--- src/rtl/sha_mem_arbiter.sv ---
// Round-robin arbiter that lets NUM_REQ requesters share one single-cycle-latency memory port.
// Optional burst-length fairness limit is enabled by defining ARB_BURST_LIMIT_EN.
module sha_mem_arbiter #(
  parameter int NUM_REQ   = 4,
  parameter int MAX_BURST = 16
) (
  input  logic                    clk,
  input  logic                    reset_n,
  input  logic [NUM_REQ-1:0]      req,
  input  logic [NUM_REQ-1:0]      req_we,
  input  logic [16*NUM_REQ-1:0]   req_addr,
  input  logic [32*NUM_REQ-1:0]   req_wdata,
  output logic [NUM_REQ-1:0]      gnt,
  output logic [NUM_REQ-1:0]      rd_valid,
  output logic [31:0]             rd_data,
  output logic                    busy,
  output logic                    mem_clk,
  output logic                    mem_we,
  output logic [15:0]             mem_addr,
  output logic [31:0]             mem_write_data,
  input  logic [31:0]             mem_read_data
);

  localparam int                IDX_W    = $clog2(NUM_REQ);
  localparam logic [7:0]        MAX_B    = 8'(MAX_BURST);
  localparam logic [IDX_W-1:0]  LAST_IDX = IDX_W'(NUM_REQ - 1);

  typedef enum logic {IDLE, OWN} state_t;

  state_t             state_reg, state_next;
  logic [NUM_REQ-1:0] gnt_reg, gnt_next;
  logic [NUM_REQ-1:0] rd_valid_reg, rd_valid_next;
  logic [IDX_W-1:0]   owner_reg, owner_next;
  logic [IDX_W-1:0]   ptr_reg, ptr_next;
  logic [7:0]         burst_reg, burst_next;

  logic [15:0]        addr_arr  [NUM_REQ];
  logic [31:0]        wdata_arr [NUM_REQ];
  logic               access;
  logic [7:0]         burst_inc;
  logic [NUM_REQ-1:0] cand;
  logic               win_found;
  logic [IDX_W-1:0]   win_idx;
  logic               take;

  generate
    for (genvar gi = 0; gi < NUM_REQ; gi++) begin : g_unpack
      assign addr_arr[gi]  = req_addr[16*gi +: 16];
      assign wdata_arr[gi] = req_wdata[32*gi +: 32];
    end
  endgenerate

  // An access issues whenever the registered owner keeps its request up.
  assign access         = (state_reg == OWN) && gnt_reg[owner_reg] && req[owner_reg];
  assign mem_clk        = clk;
  assign mem_we         = access & req_we[owner_reg];
  assign mem_addr       = access ? addr_arr[owner_reg]  : 16'h0000;
  assign mem_write_data = access ? wdata_arr[owner_reg] : 32'h0000_0000;

  assign gnt      = gnt_reg;
  assign busy     = |gnt_reg;
  assign rd_valid = rd_valid_reg;
  assign rd_data  = (|rd_valid_reg) ? mem_read_data : 32'h0000_0000;

  assign burst_inc = (access && (burst_reg != MAX_B)) ? burst_reg + 8'd1 : burst_reg;

  // Round-robin search from ptr_reg; the current owner never competes against itself.
  always_comb begin
    cand = req;
    if (state_reg == OWN) cand[owner_reg] = 1'b0;
    win_found = 1'b0;
    win_idx   = '0;
    for (int k = NUM_REQ - 1; k >= 0; k--) begin
      if (cand[IDX_W'((int'(ptr_reg) + k) % NUM_REQ)]) begin
        win_found = 1'b1;
        win_idx   = IDX_W'((int'(ptr_reg) + k) % NUM_REQ);
      end
    end
  end

  always_comb begin
    state_next    = state_reg;
    gnt_next      = gnt_reg;
    owner_next    = owner_reg;
    ptr_next      = ptr_reg;
    burst_next    = burst_inc;
    rd_valid_next = '0;
    take          = 1'b0;

    if (access && !req_we[owner_reg]) rd_valid_next[owner_reg] = 1'b1;

    case (state_reg)
      IDLE: take = win_found;
      OWN: begin
        if (!req[owner_reg]) begin
          take = win_found;
          if (!win_found) begin
            state_next = IDLE;
            gnt_next   = '0;
            burst_next = '0;
          end
        end
`ifdef ARB_BURST_LIMIT_EN
        else if (burst_inc == MAX_B) begin
          // Burst exhausted: yield to a waiting requester, or restart the count alone.
          take = win_found;
          if (!win_found) burst_next = '0;
        end
`endif
      end
      default: ;
    endcase

    if (take) begin
      state_next          = OWN;
      gnt_next            = '0;
      gnt_next[win_idx]   = 1'b1;
      owner_next          = win_idx;
      ptr_next            = (win_idx == LAST_IDX) ? '0 : win_idx + 1'b1;
      burst_next          = '0;
    end
  end

  always_ff @(posedge clk or negedge reset_n) begin
    if (!reset_n) begin
      state_reg    <= IDLE;
      gnt_reg      <= '0;
      rd_valid_reg <= '0;
      owner_reg    <= '0;
      ptr_reg      <= '0;
      burst_reg    <= '0;
    end else begin
      state_reg    <= state_next;
      gnt_reg      <= gnt_next;
      rd_valid_reg <= rd_valid_next;
      owner_reg    <= owner_next;
      ptr_reg      <= ptr_next;
      burst_reg    <= burst_next;
    end
  end

endmodule
--- config.mk ---
export PLATFORM = sky130hd
export DESIGN_NAME = sha_mem_arbiter
export DESIGN_NICKNAME = d
export VERILOG_FILES = /design/src/rtl/sha_mem_arbiter.sv
export SDC_FILE = /design/constraint.sdc
export NUM_CORES = 1
export LEC_CHECK = 0
export BUFFER_PORTS_ARGS = -buffer_cell sky130_fd_sc_hd__buf_2
export CAP_MARGIN = 20
export CORE_AREA = 5 5 124 126
export DETAILED_ROUTE_END_ITERATION = 8
export DIE_AREA = 0 0 129 131
export SYNTH_ARGS = -nofsm -noshare
export SYNTH_HDL_FRONTEND = slang
export SYNTH_SLANG_ARGS = --single-unit
--- constraint.sdc ---
create_clock -name clk -period 2.2 [get_ports clk]
set_clock_uncertainty 0.15 [all_clocks]
set_input_delay 0.11 -clock clk [delete_from_list [all_inputs] [get_ports clk]]
set_output_delay 0.11 -clock clk [all_outputs]
set_load 0.02 [all_outputs]
=== Word-level counts from Yosys, hierarchy flattened ===
Cells that the tools add are included.

* Bits of input ports: 234
* Bits in registers: 13

* Multiplexer cells: 52
* Order comparisons: 9
* Equal/unequal tests: 3
* Reductions and logical operators: 10
* Bitwise logic cells: 5
* $add $sub $neg: 4

{| class="wikitable"
|+ Operator list
! operator !! count
|-
| 2-to-1 mux 32 bit || 4
|-
| binary-select mux 32 bit (select 2 bit) || 1
|-
| 2-to-1 mux 16 bit || 3
|-
| binary-select mux 16 bit (select 2 bit) || 1
|-
| 2-to-1 mux 4 bit || 6
|-
| 2-to-1 mux 1 bit || 22
|-
| less-than comparator 2 x 4 -> 1 bit, second input constant || 4
|-
| binary-select mux 1 bit (select 2 bit) || 7
|-
| 2-to-1 mux 2 bit || 5
|-
| OR reduction 4 bit || 2
|-
| less-than comparator 2 x 3 -> 1 bit, second input constant || 2
|-
| logical AND 1 bit || 5
|-
| adder 2 x 1 -> 2 bit, second input constant || 2
|-
| adder 2 bit, second input constant || 2
|-
| AND 4 bit || 1
|-
| demux 1 bit (select 2 bit) || 2
|-
| >= comparator 2 x 1 -> 1 bit, second input constant || 2
|-
| NOT 4 bit || 1
|-
| >= comparator 3 bit, second input constant || 1
|-
| NOT 2 -> 3 bit || 1
|-
| AND reduction 3 bit || 1
|-
| equality test 2 bit, second input constant || 1
|-
| inequality test 2 x 1 -> 1 bit, second input constant || 1
|-
| inequality test 2 bit, second input constant || 1
|-
| other kinds (5) || 5
|}

=== Longest topological paths before layout ===
Gate-level depths: netlist of run 1.

* Word-level depth: 19
* Gate-level depth with buffers: 9
* Mapped depth without buffers: 7

==> results of run 1 <==
==> worst max path at each step <==
stage	startpoint	endpoint	slack [ns]	cells past startpoint
6_report	owner_reg[0]	mem_write_data[5]	-0.13	6
5_1_grt	owner_reg[1]	mem_addr[1]	-0.21	7
4_1_cts	owner_reg[0]	mem_write_data[8]	-0.14	6
3_5_place_dp	ptr_reg[0]	ptr_reg[1]	-0.18	8
3_3_place_gp	ptr_reg[0]	ptr_reg[1]	-0.16	8
2_1_floorplan	ptr_reg[0]	ptr_reg[1]	-0.05	8
==> routing by layer <==
metal / vias to the layer above / GRT usage, % / routed length, um
met2: 151 / 23.69 / 7069
met3: 13 / 2.439 / 897
li1: 1597 / - / -
met1: 1646 / 18.42 / 5527
met5: - / 0 / 13
met4: 2 / 2.409 / 74
==> cell families (layout without fill, tap and decap cells) <==
logic type / Yosys count / after routing / share of synthesized area, %
AND/OR/NAND/NOR: 106 / 106 / 25.21
multiplexers: 56 / 56 / 45.14
AO/OA/AOI/OAI: 26 / 26 / 8.964
buffers and inverters: 26 / 374 / 5.462
flip-flops: 13 / 13 / 12.14
adder cells (fa/ha/maj): 4 / 4 / 1.867
XOR/XNOR: 2 / 2 / 1.214
==> worst max-delay path: stages (launching register included) <==
cell and delay (ns):
dfrtp_4 0.43, buf_8 0.14, mux4_2 0.54, nand3_4 0.19, clkbuf_16 0.20, nor2b_1 0.06, buf_4 0.15
==> power by group <==
part	internal [mW]	switching [mW]
registers	0.333	0.105
clock network	0.488	0.164
logic	2.78	2.41
total	3.60	2.68
==> stage by stage <==
stage          instances  worst slack (ns)  TNS [ns]
6_report             765           -0.1305    -5.538
3_3_place_gp         745           -0.1646   -0.3082
5_1_grt              765           -0.2087    -9.479
3_5_place_dp         745           -0.1788   -0.3593
4_1_cts              763           -0.1404    -5.336
2_1_floorplan        233          -0.04813  -0.04813
==> cell usage in the layout (no fill, tap or decap), types with 2 or more instances in the layout <==
cell	instances
nor2b_4	4
nor2b_1	75
a21oi_1	4
nor3_1	3
buf_4	56
nor2b_2	3
a22o_1	4
inv_1	3
dfrtp_1	10
nand2_2	3
mux2i_1	2
o21ai_1	2
nor4b_2	2
a211oi_2	2
dlygate4sd3_1	5
a21oi_4	2
buf_12	6
mux4_2	51
nand2_1	5
clkbuf_16	7
dfrtp_2	2
buf_2	285
ha_2	2
o221ai_2	2
mux2_4	2
buf_6	9
==> timing repair <==
| action | 4_1_cts | 5_1_grt |
|---|---|---|
| hold buffers | 5 | 0 |
| cloned | 1 | 1 |
| resized for setup | 39 | 39 |
| pin swaps | 9 | 2 |
| endpoints found under the hold margin | 17 | 0 |
| endpoints found under the setup margin | 54 | 55 |
| setup buffers | 5 | 1 |
==> cell type report <==
| class | instances | area, um2 | share of cell area (%) |
|---|---|---|---|
| repair buffers | 363 | 2181 | 41.59 |
| flip-flops and latches | 13 | 331.6 | 6.323 |
| inverters | 3 | 11.26 | 0.2147 |
| multi-input cells | 194 | 2331 | 44.45 |
| clock buffers | 8 | 158.9 | 3.030 |
| well taps | 184 | 230.2 | 4.390 |
==> metrics.md, run 1 <==
| Metric | Value |
|---|---|
| Failing checks | setup timing |
| Synth-to-layout area growth | 95.66% |
| Top-area cell type share of the netlist area | 42.86% |
| Via count of the first global-routing pass | 3,322 |
| Num ports | 325 |
| Cell area reported after detailed placement | 0.004691 mm2 |
| Power, Total | 6.282 mW |
| Total Die Area | 0.01690 mm2 |
| Count of fill cells added during filler insertion | 1,443 |
| Clock input transition at the sequential cells of the worst setup and hold paths | 0.04 ns |
| Worst r2r path cells | 8 |
| Cell with the most instances after synthesis | nor2b_1 |
| Maximum clock rate | 0.4291 GHz |
| WL per Instance | 17.76 um |
| Top area cells in the synthesized netlist | mux4_2 43%, nor2b_1 19%, dfrtp_1 12% |
| Pins over their slew limit | 0 |
| Worst setup path class | register to output pin |
| Share of the yosys chip area belonging to registers | 12.14% |
| Share of synthesized flip-flops with an asynchronous set or reset | 100.0% |
| Origin of the critical flop-to-flop path | owner_reg[0] |
| Hold slack final | 0.02951 ns |
| Final WS setup | -0.1305 ns |
| Flip-flop and latch count after synthesis | 13 |
| Count of synthesis-stage warnings from yosys | 0 |
| Peak ir drop on the vdd network | 1035 uV |
| Synthesized cell area | 0.002680 mm2 |
| Status | complete, but fails checks |
| Via density per instance | 4.456 |
| Count of flip-flops with a built-in enable after synthesis | 0 |
| Main flop type after synthesis | dfrtp_1 |
| Antenna violations before repair | 1 |
| Unrepaired setup endpoints after global routing | yes |
| Final Cycle Share | 105.9% |
| Maximum number of pins on one net before global-route repair | 33 |
| Gr ovfl total | 0 |
| Layout cell share with drive strength beyond 1 | 78.31% |
| Hold violation total from the final report | 0 |
| Global-route wire length before repair | 18.44 mm |
| Overall die width | 129 um |
| Net count of the finished layout | 820 |
| Core Footprint | 0.01420 mm2 |
| Min Tclk post-route | 2.331 ns |
| Worst Path Max Fanout | 9 |
| Routed wire length | 13.58 mm |
| Synth Area per Inst | 11.50 um2 |
| Worst setup slack for register-to-register paths | -0.09 ns |
| MaxCap Viol Count | 0 |
| TritonCTS clock tree | built |
| Share of the core filled with cells in the final layout | 36.92% |
| Height of the die | 131 um |
| Area of all placed cells without fillers | 0.005244 mm2 |
| Initial cell density of the core | 18.87% |
| Cell Rows | 44 |
| Terminus of the critical flop-to-flop path | ptr_reg[1] |
| Leakage power of the design | 2.590 nW |
| Final GP Congestion | 0.7919 |
| WP data arrival | 2.07 ns |
| Length of the first detailed-routing pass in iterations | 4 |
| Class of the tightest hold or removal check | input port to async pin |
| Net count after synthesis | 471 |
| Gate Count Post-Synth | 233 |
| Ant diodes | 0 |
| Insertion delay to the later sink of the worst-skew pair | 0.36 ns |
| Post-detailed-placement half-perimeter wirelength | 11.42 mm |
| Pin slew with the least headroom to its limit | 0.3195 ns |
| Total setup violations reported at the end of the flow | 53 |
| DRC violation count after routing | 0 |
| Violation count after the first detailed-routing iteration | 110 |
| Dominant cell type by area after synthesis | mux4_2 |
| Relative slew slack | 78.09% |
| Kind of end point of the critical path | output pin |
| DRT antenna net count | 0 |
| Distinct cell type count of the synthesized netlist | 49 |
| CP required | 1.94 ns |
| Top cell types by occurrence after synthesis | 81 x nor2b_1, 51 x mux4_2, 13 x dfrtp_1 |
| Overall track demand over capacity in global routing | 13.78% |
| Number of buffers inserted by port buffering | 324 |
| Total power per unit cell area | 1198 mW/mm2 |
| Startpoint Class | register |
| Total vias in the final route | 3,409 |
No activity file was read; power rests on OpenSTA's default activity.
==> inputs of run 2 (changes only) <==
--- a/config.mk
+++ b/config.mk
@@ -7,9 +7,12 @@
 export LEC_CHECK = 0
 export BUFFER_PORTS_ARGS = -buffer_cell sky130_fd_sc_hd__buf_2
 export CAP_MARGIN = 20
-export CORE_AREA = 5 5 124 126
+export CELL_PAD_IN_SITES_DETAIL_PLACEMENT = 0
+export CELL_PAD_IN_SITES_GLOBAL_PLACEMENT = 2
+export CORE_MARGIN = 5
+export CORE_UTILIZATION = 15
 export DETAILED_ROUTE_END_ITERATION = 8
-export DIE_AREA = 0 0 129 131
+export PLACE_DENSITY_LB_ADDON = 0.1
 export SYNTH_ARGS = -nofsm -noshare
 export SYNTH_HDL_FRONTEND = slang
 export SYNTH_SLANG_ARGS = --single-unit
==> run 2 against run 1 <==
Against the previous run: the run still ends with setup timing left; sequential share of layout area hardly changed; die area up 22%; global-route usage down 0.63 points; sequential cell count is the same; final cell count grew 5.0%; utilization shrank 7.1 points; clock-buffer cell count unchanged; highest routed layer unchanged; non-clock buffer count decreased by 5; total power decreased by 2.8%; setup slack lost 0.021 ns.
==> metrics.md, run 2 (same netlist as run 1, synthesis figures left out) <==
| Metric | Value |
|---|---|
| Status | complete, but fails checks |
| Failing checks | setup timing |
| Total power per unit cell area | 1177 mW/mm2 (-1.7%) |
| Worst Path Max Fanout | 3 (-6) |
| Violation count after the first detailed-routing iteration | 44 (-60%) |
| MaxCap Viol Count | 0 (unchanged) |
| Insertion delay to the later sink of the worst-skew pair | 0.35 ns (about the same) |
| Clock input transition at the sequential cells of the worst setup and hold paths | 0.05 ns (about the same) |
| Reg power frac | 7.2% (+0.2 points) |
| Count of fill cells added during filler insertion | 1,893 (+31%) |
| Hold violation total from the final report | 0 (unchanged) |
| Class of the tightest hold or removal check | input port to async pin |
| Critical Path Slowest Stage Cell | dfrtp_4 |
| Antenna violations before repair | 4 (+3) |
| Overall track demand over capacity in global routing | 13.16% (-0.63 points) |
| Commonest cells after routing, fill and taps aside | 283 x buf_2, 81 x nor2b_1, 60 x buf_4 |
| Layout cell share with drive strength beyond 1 | 76.74% (-1.6 points) |
| Pin slew with the least headroom to its limit | 0.4399 ns (+0.1204 ns) |
| Worst setup slack after placement | -0.1440 ns (+0.03478 ns) |
| Overall die width | 143.7 um (+11%) |
| Total Die Area | 0.02064 mm2 (+22%) |
| DRC violation count after routing | 0 (unchanged) |
| Relative contribution of the clock network to total power | 10.7% (+0.3 points) |
| Hold slack final | 0.04247 ns (+0.01295 ns) |
| Post-detailed-placement half-perimeter wirelength | 12.94 mm (+13%) |
| Routed wire length | 14.99 mm (+10%) |
| Post-route insts no fill | 803 (+5.0%) |
| Unrepaired setup endpoints after global routing | yes |
| Total vias in the final route | 3,351 (-1.7%) |
| Share of the core filled with cells in the final layout | 29.79% (-7.1 points) |
| Switching power | 2.658 mW (-0.89%) |
| TritonCTS clock tree | built |
| WP data arrival | 2.44 ns (+0.37 ns) |
| WL met2 | 7.967 mm (+13%) |
| Initial cell density of the core | 15.39% (-3.5 points) |
| Top sig layer | met5 |
| Global-route wire length before repair | 20.96 mm (+14%) |
| Height of the die | 143.7 um (+9.7%) |
| Combined buffer and inverter count along the critical path | 1 (-2) |
| Peak ir drop on the vdd network | 574.6 uV (-44%) |
| Via count of the first global-routing pass | 3,505 (+5.5%) |
| Ordered list of cells on the worst path | buf_6 > xor2_4 > o221ai_2 > a21boi_2 > o21a_1 > or2_1 > ha_2 > mux2_4 |
| Pint | 3.450 mW (-4.2%) |
| Synth-to-layout area growth | 93.60% |
| Cell count after placement | 782 (+5.0%) |
| Final GP Congestion | 0.8191 (+3.4%) |
| Final Cycle Share | 106.9% (+0.96 points) |
| Cell Rows | 48 (+9.1%) |
| Kind of end point of the critical path | register |
| Leakage power of the design | 2.531 nW (-2.3%) |
| Slowest Stage Delay on Critical Path | 0.52 ns (-0.02 ns) |
| WL per Instance | 18.66 um (+5.1%) |
| Gr ovfl total | 0 (unchanged) |
| DRT antenna net count | 0 (unchanged) |
| Number of buffers inserted by port buffering | 324 (unchanged) |
| Net count of the finished layout | 815 (-0.61%) |
| Length of the first detailed-routing pass in iterations | 4 (unchanged) |
| Via density per instance | 4.173 (-6.4%) |
| Pins over their slew limit | 0 (unchanged) |
| Min Tclk post-route | 2.352 ns (+0.02121 ns) |
| Worst setup path class | register to register |
| Final WS setup | -0.1517 ns (-0.02121 ns) |
| Maximum number of pins on one net before global-route repair | 41 (+24%) |
| Total setup violations reported at the end of the flow | 53 (unchanged) |
| Startpoint Class | register |
| Post-route met1 wirelength | 5.552 mm (+0.45%) |
| CP required | 2.29 ns (+0.35 ns) |
| Most common library cell in the layout ignoring fill and taps | buf_2 |
| Sum of met3 wire segment lengths after detailed routing | 1.279 mm (+43%) |
| Part of the power in combinational logic | 82.2% (-0.4 points) |
| Num ports | 325 (unchanged) |
| Maximum clock rate | 0.4252 GHz (-0.90%) |
| Core Footprint | 0.01742 mm2 (+23%) |
| Cell family with most CP delay | flip-flops |
| Switching power as a share of total power | 43.52% (+0.82 points) |
| Relative slew slack | 70.68% (-7.4 points) |
-- run 2: stage by stage --
stage	setup TNS [ns]	instance area, um2	total power, mW
2_1_floorplan	-0.04813	2714	3.706
3_3_place_gp	-1.984	4712	5.156
3_5_place_dp	-1.773	4712	5.134
4_1_cts	-7.312	5149	6.213
5_1_grt	-9.040	5189	6.578
6_report	-4.980	5189	6.108
-- run 2: cell type report --
| type | count | area [um2] | area share (%) |
|---|---|---|---|
| diodes | 2 | 5.005 | 0.09646 |
| clock buffers | 8 | 158.9 | 3.062 |
| inverters | 3 | 11.26 | 0.2170 |
| multi-input cells | 194 | 2298 | 44.30 |
| flip-flops and latches | 13 | 330.3 | 6.366 |
| well taps | 225 | 281.5 | 5.426 |
| repair buffers | 358 | 2103 | 40.54 |
-- run 2: repair_timing --
action	in CTS	in global routing
pin swaps	4	2
buffers inserted	6	2
gates cloned	1	0
endpoints found under the setup margin	54	56
hold buffers	5	0
gates resized for setup	52	11
endpoints found under the hold margin	17	0
-- run 2: worst paths after layout --
path | start | to | slack, ns | cells after the start
max | owner_reg[0] | ptr_reg[1] | -0.15 | 8
min | reset_n | gnt[0] | 0.04 | 2
max reg2reg | owner_reg[0] | ptr_reg[1] | -0.15 | 8
min reg2reg | gnt[0] | gnt[0] | 0.39 | 1
max in group asynchronous | reset_n | owner_reg[0] | 1.58 | 2
min in group clk | req[2] | state_reg | 0.13 | 4
-- run 2: worst register-to-register path: stages, from the launching register on --
cell and delay, ns:
dfrtp_4 0.52, buf_6 0.16, xor2_4 0.19, o221ai_2 0.13
a21boi_2 0.17, o21a_1 0.18, or2_1 0.23, ha_2 0.25
mux2_4 0.26
-- run 2: power by group through the flow --
| stage | Sequential [mW] | Clock [mW] | Combinational, mW |
|---|---|---|---|
| floorplan | 0.432 | 0.0531 | 3.22 |
| global placement | 0.458 | 0.0425 | 4.66 |
| detailed placement | 0.461 | 0.0425 | 4.63 |
| CTS | 0.439 | 0.672 | 5.10 |
| global route | 0.447 | 0.687 | 5.44 |
| finish | 0.437 | 0.651 | 5.02 |
-- run 2: metal layers --
metal	vias to the layer above	track usage [%]
li1	1589	-
met1	1571	15.09
met2	175	24.54
met3	14	3.794
met4	2	2.230
met5	-	0
